[config.mk]
export PLATFORM = sky130hd
export DESIGN_NAME = mem_stage_ctrl_flat
export DESIGN_NICKNAME = d
export VERILOG_FILES = /design/src/rtl/mem_stage_ctrl_if.sv /design/src/rtl/mem_stage_ctrl.sv /design/src/flat_wrapper.sv
export SDC_FILE = /design/constraint.sdc
export NUM_CORES = 1
export LEC_CHECK = 0
export CAP_MARGIN = 20
export CORE_UTILIZATION = 45
export CTS_CLUSTER_DIAMETER = 60
export DETAILED_ROUTE_END_ITERATION = 8
export PLACE_DENSITY = 0.87
export RECOVER_POWER = 50
export SETUP_SLACK_MARGIN = 0.3
export SYNTH_ARGS = -nofsm -noshare
export SYNTH_HDL_FRONTEND = slang
export SYNTH_SLANG_ARGS = --single-unit
[constraint.sdc]
create_clock -name clk -period 2.8 [get_ports clk]
set_clock_uncertainty 0.15 [all_clocks]
set_input_delay 0.56 -clock clk [delete_from_list [all_inputs] [get_ports clk]]
set_output_delay 0.56 -clock clk [all_outputs]
set_load 0.01 [all_outputs]
[src/rtl/mem_stage_ctrl_if.sv]
// Pipeline-side and data-memory-side signals of the memory-stage sequencer.
// The sequencer takes the slave modport; the EX/MEM register and memory port side take the master modport.
interface mem_stage_ctrl_if;
    logic        valid_in;
    logic [3:0]  opcode;
    logic [15:0] addr_in;
    logic [15:0] store_data;
    logic [15:0] mem_rdata;
    logic        mem_resp;
    logic        mem_read;
    logic        mem_write;
    logic [15:0] mem_address;
    logic [15:0] mem_wdata;
    logic [1:0]  mem_byte_enable;
    logic [15:0] load_data;
    logic        valid_out;
    logic        stall;
    logic        mem_error;

    modport slave (
        input  valid_in, opcode, addr_in, store_data, mem_rdata, mem_resp,
        output mem_read, mem_write, mem_address, mem_wdata, mem_byte_enable,
        output load_data, valid_out, stall, mem_error
    );

    modport master (
        output valid_in, opcode, addr_in, store_data, mem_rdata, mem_resp,
        input  mem_read, mem_write, mem_address, mem_wdata, mem_byte_enable,
        input  load_data, valid_out, stall, mem_error
    );
endinterface

[src/rtl/mem_stage_ctrl.sv]
// Memory-stage sequencer: turns latched LC-3b loads/stores (incl. LDI/STI and byte ops) into 16-bit memory requests.
// Latency 3 cycles accept-to-DONE (4 for LDI/STI) with 1-cycle memory; stall freezes the pipeline until DONE.
module mem_stage_ctrl #(
    parameter int TIMEOUT_CYCLES = 255
) (
    input  logic            clk,
    input  logic            reset,
    mem_stage_ctrl_if.slave bus
);
    localparam logic [3:0] OP_LDB = 4'b0010;
    localparam logic [3:0] OP_STB = 4'b0011;
    localparam logic [3:0] OP_LDR = 4'b0110;
    localparam logic [3:0] OP_STR = 4'b0111;
    localparam logic [3:0] OP_LDI = 4'b1010;
    localparam logic [3:0] OP_STI = 4'b1011;
    localparam int CW = (TIMEOUT_CYCLES > 1) ? $clog2(TIMEOUT_CYCLES) : 1;

    typedef enum logic [1:0] {IDLE, ACCESS1, ACCESS2, DONE} state_t;

    state_t      r_state;
    logic [3:0]  r_op;
    logic [15:0] r_addr;
    logic [15:0] r_sdata;
    logic [15:0] r_ptr;
    logic [CW-1:0] r_wait_cnt;
    logic [15:0] r_load_data;
    logic        r_valid_out;
    logic        r_mem_error;

    logic        w_mem_op;
    logic        w_is_ind;
    logic        w_is_byte;
    logic        w_is_store;
    logic        w_expire;
    logic [15:0] w_target;
    logic [7:0]  w_lbyte;
    logic [15:0] w_load_val;

    assign w_mem_op   = (bus.opcode == OP_LDR) || (bus.opcode == OP_LDB) || (bus.opcode == OP_LDI) ||
                        (bus.opcode == OP_STR) || (bus.opcode == OP_STB) || (bus.opcode == OP_STI);
    assign w_is_ind   = (r_op == OP_LDI) || (r_op == OP_STI);
    assign w_is_byte  = (r_op == OP_LDB) || (r_op == OP_STB);
    assign w_is_store = (r_op == OP_STR) || (r_op == OP_STB) || (r_op == OP_STI);
    assign w_target   = w_is_ind ? r_ptr : r_addr;
    assign w_lbyte    = w_target[0] ? bus.mem_rdata[15:8] : bus.mem_rdata[7:0];
    assign w_load_val = w_is_byte ? {{8{w_lbyte[7]}}, w_lbyte} : bus.mem_rdata;
    // Expiry fires on the last allowed wait cycle; a mem_resp in that same cycle takes priority.
    assign w_expire   = (TIMEOUT_CYCLES != 0) && (r_wait_cnt == CW'(TIMEOUT_CYCLES - 1));

    assign bus.load_data = r_load_data;
    assign bus.valid_out = r_valid_out;
    assign bus.mem_error = r_mem_error;

    // Request fields derive only from latched operands, so they stay stable for the whole access.
    always_comb begin
        bus.mem_read        = 1'b0;
        bus.mem_write       = 1'b0;
        bus.mem_address     = 16'h0000;
        bus.mem_wdata       = 16'h0000;
        bus.mem_byte_enable = 2'b00;
        bus.stall           = 1'b0;
        case (r_state)
            IDLE: bus.stall = bus.valid_in & w_mem_op;
            ACCESS1: begin
                bus.mem_read        = 1'b1;
                bus.mem_address     = {r_addr[15:1], 1'b0};
                bus.mem_byte_enable = 2'b11;
                bus.stall           = 1'b1;
            end
            ACCESS2: begin
                bus.mem_read  = ~w_is_store;
                bus.mem_write = w_is_store;
                bus.stall     = 1'b1;
                if (w_is_byte) begin
                    bus.mem_address     = w_target;
                    bus.mem_byte_enable = w_target[0] ? 2'b10 : 2'b01;
                    bus.mem_wdata       = {r_sdata[7:0], r_sdata[7:0]};
                end else begin
                    bus.mem_address     = {w_target[15:1], 1'b0};
                    bus.mem_byte_enable = 2'b11;
                    bus.mem_wdata       = r_sdata;
                end
            end
            default: ;
        endcase
    end

    always_ff @(posedge clk) begin
        if (reset) begin
            r_state     <= IDLE;
            r_op        <= 4'h0;
            r_addr      <= 16'h0000;
            r_sdata     <= 16'h0000;
            r_ptr       <= 16'h0000;
            r_wait_cnt  <= '0;
            r_load_data <= 16'h0000;
            r_valid_out <= 1'b0;
            r_mem_error <= 1'b0;
        end else begin
            r_valid_out <= 1'b0;
            case (r_state)
                IDLE: begin
                    if (bus.valid_in && w_mem_op) begin
                        r_op       <= bus.opcode;
                        r_addr     <= bus.addr_in;
                        r_sdata    <= bus.store_data;
                        r_wait_cnt <= '0;
                        r_state    <= ((bus.opcode == OP_LDI) || (bus.opcode == OP_STI)) ? ACCESS1 : ACCESS2;
                    end
                end
                ACCESS1: begin
                    if (bus.mem_resp) begin
                        r_ptr      <= bus.mem_rdata;
                        r_wait_cnt <= '0;
                        r_state    <= ACCESS2;
                    end else if (w_expire) begin
                        r_mem_error <= 1'b1;
                        r_load_data <= 16'h0000;
                        r_valid_out <= 1'b1;
                        r_state     <= DONE;
                    end else begin
                        r_wait_cnt <= r_wait_cnt + 1'b1;
                    end
                end
                ACCESS2: begin
                    if (bus.mem_resp) begin
                        if (!w_is_store) r_load_data <= w_load_val;
                        r_valid_out <= 1'b1;
                        r_state     <= DONE;
                    end else if (w_expire) begin
                        r_mem_error <= 1'b1;
                        r_load_data <= 16'h0000;
                        r_valid_out <= 1'b1;
                        r_state     <= DONE;
                    end else begin
                        r_wait_cnt <= r_wait_cnt + 1'b1;
                    end
                end
                default: r_state <= IDLE;
            endcase
        end
    end
endmodule

[src/flat_wrapper.sv]
// flat-port wrapper written by rule: the top's interface ports become plain ports
module mem_stage_ctrl_flat 
#(
    parameter int TIMEOUT_CYCLES = 255
)
  (clk, reset, bus_valid_in, bus_opcode, bus_addr_in, bus_store_data, bus_mem_rdata, bus_mem_resp, bus_mem_read, bus_mem_write, bus_mem_address, bus_mem_wdata, bus_mem_byte_enable, bus_load_data, bus_valid_out, bus_stall, bus_mem_error);
  mem_stage_ctrl_if bus_i ();
  input  logic clk;
  input  logic reset;
  input wire logic [$bits(bus_i.valid_in)-1:0] bus_valid_in;
  input wire logic [$bits(bus_i.opcode)-1:0] bus_opcode;
  input wire logic [$bits(bus_i.addr_in)-1:0] bus_addr_in;
  input wire logic [$bits(bus_i.store_data)-1:0] bus_store_data;
  input wire logic [$bits(bus_i.mem_rdata)-1:0] bus_mem_rdata;
  input wire logic [$bits(bus_i.mem_resp)-1:0] bus_mem_resp;
  output wire logic [$bits(bus_i.mem_read)-1:0] bus_mem_read;
  output wire logic [$bits(bus_i.mem_write)-1:0] bus_mem_write;
  output wire logic [$bits(bus_i.mem_address)-1:0] bus_mem_address;
  output wire logic [$bits(bus_i.mem_wdata)-1:0] bus_mem_wdata;
  output wire logic [$bits(bus_i.mem_byte_enable)-1:0] bus_mem_byte_enable;
  output wire logic [$bits(bus_i.load_data)-1:0] bus_load_data;
  output wire logic [$bits(bus_i.valid_out)-1:0] bus_valid_out;
  output wire logic [$bits(bus_i.stall)-1:0] bus_stall;
  output wire logic [$bits(bus_i.mem_error)-1:0] bus_mem_error;
  assign bus_i.valid_in = bus_valid_in;
  assign bus_i.opcode = bus_opcode;
  assign bus_i.addr_in = bus_addr_in;
  assign bus_i.store_data = bus_store_data;
  assign bus_i.mem_rdata = bus_mem_rdata;
  assign bus_i.mem_resp = bus_mem_resp;
  assign bus_mem_read = bus_i.mem_read;
  assign bus_mem_write = bus_i.mem_write;
  assign bus_mem_address = bus_i.mem_address;
  assign bus_mem_wdata = bus_i.mem_wdata;
  assign bus_mem_byte_enable = bus_i.mem_byte_enable;
  assign bus_load_data = bus_i.load_data;
  assign bus_valid_out = bus_i.valid_out;
  assign bus_stall = bus_i.stall;
  assign bus_mem_error = bus_i.mem_error;
  mem_stage_ctrl #(.TIMEOUT_CYCLES(TIMEOUT_CYCLES)) u_core (.clk(clk), .reset(reset), .bus(bus_i));
endmodule
==> flow_metrics.py, run 1 <==
metrics = {
    "synth": {
        "syn_avg_cell_area_um2": 8.049,
        "syn_area_um2": 3807,
        "ys_seq_area_frac": 0.4154,
        "synth_edf_count": 0,
        "yosys_warnings": 0,
        "synthFlopType": "dfxtp_1",
        "synth.most_common_cell": "nand2_1",
        "synth_fp_nets": 537,
        "async_flop_share": 0,
        "synth_top_area_cell": "dfxtp_1",
        "synthTopCellsByCount": "nand2_1 (127), dfxtp_1 (79), a21oi_1 (71)",
        "synth_seq_cells": 79,
        "synth_top_area_share": 0.4154,
        "ys_top_cells_by_area": "dfxtp_1 (42%), nand2_1 (13%), a21oi_1 (9.3%), o32ai_1 (3.9%), a22o_1 (3.5%)",
        "synthCells": 473,
        "synth_cell_types": 53,
    },
    "worst_setup_path": {
        "critPathCaptureType": "output port",
        "cpMaxStageDelayCell": "dfxtp_2",
        "slowest_delay_ns": 0.35,
        "worstPathRequired_ns": 2.09,
        "crit_fanout": 8,
        "crit_buf_inv": 3,
        "critical_path_arrival_ns": 1.78,
        "crit_type": "flip-flop to output port",
        "path_cells": "buf_6 -> ha_4 -> buf_4 -> a21oi_1 -> nor2b_1 -> dlygate4sd2_1",
        "crit_family": "buffers and inverters",
        "startpoint_type": "flip-flop",
        "rrSetupSlack_ns": 0.67,
    },
    "cells_and_area": {
        "diodes": 0,
        "drive_gt1_frac": 0.1460,
        "fillerInstances": 667,
        "postLayoutCoreUtil": 0.6438,
        "area_delta_synth_final_pct": 38.94,
        "fin_nets": 655,
    },
    "pwr": {
        "leakage_uw": 0.002091,
        "ir_drop_mv": 0.3163,
        "power_uw": 3187,
        "p_per_area_nw_per_um2": 602.4,
    },
    "clock_network": {
        "cts_tree": "done",
        "cts.sinks": 79,
        "clk_latency_ns": 0.35,
        "root_buffer": "clkbuf_8",
        "path_clk_slew_ns": 0.08,
        "numCtsBuffers": 9,
        "h-tree-depth": 3,
        "hold_buffers": 0,
        "cts.path.max_buffers": 2,
    },
    "floorplan": {
        "dieArea_um2": 8833,
        "io_pins": 111,
        "core_um2": 8217,
        "die_y_um": 93.99,
        "initial_core_util": 0.4634,
        "chipWidth_um": 93.99,
        "fp-row-count": 33,
    },
    "timing": {
        "grt_setup_unrepaired": "true",
        "hold_slack_ns": 0.2995,
        "tns_ns": 0,
        "post-route-min-period_ns": 2.494,
        "hold_viol": 0,
        "drv_slew": 0,
        "tightest_slew_ns": 0.6924,
        "max_slew_margin": 0.5384,
        "period_share": 0.8907,
        "setup_viol": 0,
        "fmax_mhz": 401.0,
    },
    "routing": {
        "drc": 0,
        "routedWlPerCell_um": 15.63,
        "firstDrtPassIters": 7,
        "ant_nets": 0,
        "totalWireLength_mm": 10.96,
        "initialDrtViolationCount": 276,
        "via_count": 3936,
        "vias_per_cell": 5.615,
    },
    "global_route": {
        "grt_use_total": 0.2534,
        "grt_antenna_before_repair": 0,
        "overflow": 0,
        "grt_max_degree": 47,
        "grt_first_pass_wirelength_mm": 17.24,
        "grt_pass1_vias": 3613,
    },
    "status": {
        "status": "complete, no violations",
    },
    "place": {
        "dp_hpwl_mm": 7.660,
        "io_buffer_count": 110,
        "place.gp.congestion": 0.8981,
    },
    "min_path": {
        "hp-class": "input pin to flip-flop",
    },
    "flow_run": {
        "cap_violations": 0,
    },
}
metal layers:
layer	vias to the layer above	GRT usage	share of wire
met4	0	0.1295	0.031
met2	180	0.4167	0.49
met3	23	0.05259	0.077
li1	1881	-	-
met5	-	0	0
met1	1852	0.3116	0.40
layout make-up:
| cell class | instances | area (um^2) | share of cell area |
|---|---|---|---|
| Timing Repair Buffer | 139 | 1261 | 0.2384 |
| Tap cell | 105 | 131.4 | 0.02483 |
| Clock inverter | 4 | 53.80 | 0.01017 |
| Clock buffer | 12 | 145.1 | 0.02744 |
| Multi-Input combinational cell | 340 | 2008 | 0.3796 |
| Inverter | 22 | 92.59 | 0.01750 |
| Sequential cell | 79 | 1598 | 0.3020 |
registers in the layout (all words and copies together), names as in the netlist:
register,cells
u_core.r_state,2
u_core.r_wait_cnt,8
u_core.r_addr,16
u_core.bus.valid_out,1
u_core.r_sdata,16
u_core.bus.load_data,16
u_core.r_op,4
u_core.r_ptr,15
u_core.bus.mem_error,1
power by group:
group | internal, uW | switching, uW | leakage, uW | total (uW)
clock | 440 | 423 | 0.0000932 | 863
sequential | 1220 | 69.9 | 0.000643 | 1290
combinational | 452 | 584 | 0.00135 | 1040
total | 2110 | 1080 | 0.00209 | 3190
path summary, 6_finish.rpt:
path                                   from                                    to  cells after the start
max reg2reg  u_core.r_state[1]$_SDFFE_PP0P_  u_core.bus.load_data[3]$_SDFFE_PP0P_                      7
min                                   reset     u_core.bus.mem_error$_SDFFE_PP0P_                      2
min reg2reg   u_core.r_addr[8]$_SDFFE_PP0P_         u_core.r_addr[8]$_SDFFE_PP0P_                      2
max          u_core.r_state[1]$_SDFFE_PP0P_                bus_mem_byte_enable[0]                      6
kinds of logic (layout without fill, tap and decap cells):
family / count (synthesis) / in the layout / synth area share
AOI/OAI and AO/OA: 137 / 137 / 0.2366
buffers and inverters: 54 / 177 / 0.06934
muxes: 10 / 10 / 0.02629
adders and majority gates: 8 / 8 / 0.02629
and+or+nand+nor: 185 / 185 / 0.2261
DFF: 79 / 79 / 0.4154
cells in the final DEF (no fill, tap or decap), types with 3 or more instances in the layout:
cell type,Yosys,layout
dfxtp_4,0,4
clkbuf_8,0,10
clkbuf_2,0,3
a31oi_1,6,6
o21a_1,3,3
dlygate4sd2_1,0,17
nand3_1,6,6
clkdlybuf4s50_1,0,58
a211oi_1,7,7
ha_1,8,6
mux2i_1,10,10
clkbuf_1,13,3
buf_4,1,19
o32ai_1,17,17
dlygate4sd3_1,0,14
inv_1,21,19
nand2_1,127,126
a21oi_1,71,70
or3_1,3,3
nor3_1,3,3
nor2_1,12,11
buf_6,4,6
dfxtp_1,79,74
buf_2,13,15
and2_1,11,9
a22o_1,15,15
stage by stage:
| stage | cells | instance area, um^2 | worst slack (ns) |
|---|---|---|---|
| after floorplan | 473 | 3807 | 0.5498 |
| after global placement | 677 | 5024 | 0.06305 |
| after detailed placement | 677 | 5024 | 0.03704 |
| after CTS | 698 | 5268 | 0.1208 |
| after global routing | 701 | 5290 | 0.2383 |
| final | 701 | 5290 | 0.3060 |
what timing repair did:
action	4_1_cts	5_1_grt
gates cloned	1	0
endpoints found under the setup margin	37	20
pin swaps	2	17
setup buffers	4	3
resized for setup	97	24
Power figures use the tool's default switching activity.
==> inputs of run 2 (changes only) <==
--- a/config.mk
+++ b/config.mk
@@ -12,6 +12,7 @@
 export PLACE_DENSITY = 0.87
 export RECOVER_POWER = 50
 export SETUP_SLACK_MARGIN = 0.3
+export SKIP_LAST_GASP = 1
 export SYNTH_ARGS = -nofsm -noshare
 export SYNTH_HDL_FRONTEND = slang
 export SYNTH_SLANG_ARGS = --single-unit
==> results of run 2 <==
Same layout as run 1: the final DEF is identical, and so are final timing and power.
==> inputs of run 3 (changes only) <==
--- a/config.mk
+++ b/config.mk
@@ -8,11 +8,12 @@
 export CAP_MARGIN = 20
 export CORE_UTILIZATION = 45
 export CTS_CLUSTER_DIAMETER = 60
+export CTS_CLUSTER_SIZE = 16
 export DETAILED_ROUTE_END_ITERATION = 8
-export PLACE_DENSITY = 0.87
+export DONT_BUFFER_PORTS = 1
+export PLACE_DENSITY = 0.71
 export RECOVER_POWER = 50
 export SETUP_SLACK_MARGIN = 0.3
-export SKIP_LAST_GASP = 1
 export SYNTH_ARGS = -nofsm -noshare
 export SYNTH_HDL_FRONTEND = slang
 export SYNTH_SLANG_ARGS = --single-unit
==> flow_metrics.py, run 3 (synthesis results as in run 1) <==
metrics = {
    "status": {
        "status": "complete, no violations",
    },
    "worst_setup_path": {
        "crit_fanout": 7,
        "crit_family": "flip-flops",
        "crit_type": "flip-flop to output port",
        "startpoint_type": "flip-flop",
        "path_depth": 6,
        "reg2regPathDepth": 6,
        "critPathCaptureType": "output port",
        "worstPathRequired_ns": 2.09,
        "slowest_delay_ns": 0.41,
        "critical_path_arrival_ns": 1.85,
        "crit_buf_inv": 2,
        "cpMaxStageDelayCell": "dfxtp_1",
        "path_cells": "inv_1 -> ha_4 -> nand2_4 -> nor2_4 -> buf_6 -> a22o_1",
    },
    "min_path": {
        "hp-class": "input pin to flip-flop",
        "min_delay_path_depth": 1,
    },
    "clock_network": {
        "h-tree-depth": 3,
        "cts.path.max_buffers": 2,
        "path_clk_slew_ns": 0.09,
        "hold_buffers": 0,
        "cts_tree": "done",
        "cts.sinks": 79,
        "root_buffer": "clkbuf_8",
        "numCtsBuffers": 9,
        "clk_latency_ns": 0.35,
    },
    "pwr": {
        "ir_drop_mv": 0.3216,
        "combPwrFrac": 0.280,
        "p_sw_uw": 1051,
        "power_frac_clock": 0.278,
        "p_int_uw": 1890,
        "p_sw_frac": 0.3574,
        "leakage_uw": 0.001525,
        "pwr-share-seq": 0.442,
        "p_per_area_nw_per_um2": 694.0,
    },
    "global_route": {
        "grt_use_total": 0.2288,
        "grt_pass1_vias": 3176,
        "overflow": 0,
        "grt_antenna_before_repair": 0,
        "grt_max_degree": 84,
        "grt_first_pass_wirelength_mm": 15.60,
    },
    "floorplan": {
        "fp-row-count": 33,
        "initial_core_util": 0.4634,
        "chipWidth_um": 93.99,
        "core_um2": 8217,
        "io_pins": 111,
        "die_y_um": 93.99,
        "dieArea_um2": 8833,
    },
    "routing": {
        "via_count": 3385,
        "ant_nets": 0,
        "vias_per_cell": 5.887,
        "firstDrtPassIters": 4,
        "initialDrtViolationCount": 210,
        "drc": 0,
        "routedWlPerCell_um": 17.80,
        "totalWireLength_mm": 10.23,
    },
    "timing": {
        "tightest_slew_ns": 0.7643,
        "setup_viol": 0,
        "hold_viol": 0,
        "fmax_mhz": 391.1,
        "max_slew_margin": 0.4902,
        "post-route-min-period_ns": 2.557,
        "drv_slew": 0,
        "tns_ns": 0,
        "grt_setup_unrepaired": "true",
        "period_share": 0.9131,
    },
    "cells_and_area": {
        "regArea_um2": 1585,
        "final_cell_mix": "nand2_1 (126), dfxtp_1 (78), a21oi_1 (71)",
        "final_common_cell": "nand2_1",
        "fillerInstances": 809,
        "diodes": 0,
        "drive_gt1_frac": 0.1362,
        "multi_input_area_um2": 2127,
        "final_area_um2": 4238,
        "area_delta_synth_final_pct": 11.30,
        "fin_nets": 529,
    },
    "place": {
        "place.gp.congestion": 0.8270,
        "io_buffer_count": 0,
        "dpl_cell_area_um2": 3810,
        "dp_hpwl_mm": 6.886,
    },
    "flow_run": {
        "cap_violations": 0,
    },
}
[run 3: power by group through the flow]
stage / combinational, uW / clock [uW] / sequential [uW]
3_3_place_gp: 657 / 0 / 1310
4_1_cts: 753 / 834 / 1300
3_5_place_dp: 680 / 0 / 1320
2_1_floorplan: 573 / 0 / 1300
5_1_grt: 893 / 877 / 1310
6_report: 824 / 816 / 1300
[run 3: per-layer routing]
metal	wire length [um]	GRT usage	part of all wire
met1	4434	0.2787	0.43
met3	903	0.08576	0.088
met5	0	0	0
met2	4832	0.3826	0.47
met4	61	0.04872	0.0060
[run 3: final timing paths]
| path | from | slack, ns | end |
|---|---|---|---|
| worst min register to register | u_core.r_sdata[10]$_SDFFE_PP0P_ | 0.31 | u_core.r_sdata[10]$_SDFFE_PP0P_ |
| worst min-delay path | reset | 0.12 | u_core.r_wait_cnt[4]$_SDFFE_PP0P_ |
| worst max register to register | u_core.r_state[1]$_SDFFE_PP0P_ | 0.49 | u_core.r_state[1]$_SDFFE_PP0P_ |
| worst max-delay path | u_core.r_state[0]$_SDFFE_PP0P_ | 0.24 | bus_mem_address[6] |
[run 3: layout make-up]
class                   count  share of cell area
clock buffers              10             0.03248
clock inverters             6             0.01181
inverters                  22             0.02067
multi-input cells         340              0.5019
flip-flops and latches     79              0.3741
well taps                 105             0.03100
repair buffers             13             0.02805
[run 3: worst reg2reg max path: stages (launching register included)]
cell and delay [ns]:
dfxtp_4 0.38, clkinvlp_4 0.12, ha_1 0.32, and2_0 0.48
a211o_1 0.36, a221oi_1 0.26, o32ai_1 0.12
[run 3: what timing repair did]
item                       in CTS  in global routing
setup endpoints to repair      28                 15
hold endpoints to repair        0                  0
cloned                          1                  0
setup buffers                   3                  2
gates resized for setup        15                 23
pin swaps                       1                  8
[run 3: stage by stage]
stage	hold slack [ns]	power, uW	instances	utilization	setup WS [ns]
after detailed placement	0.2918	1999	553	0.4637	0.4276
final	0.1243	2941	575	0.5158	0.2433
after CTS	0.1014	2885	573	0.4960	0.2934
after global routing	0.1034	3083	575	0.5158	0.1740
after global placement	0.2861	1970	553	0.4637	0.4928
after floorplan	0.2860	1869	473	-	0.5498
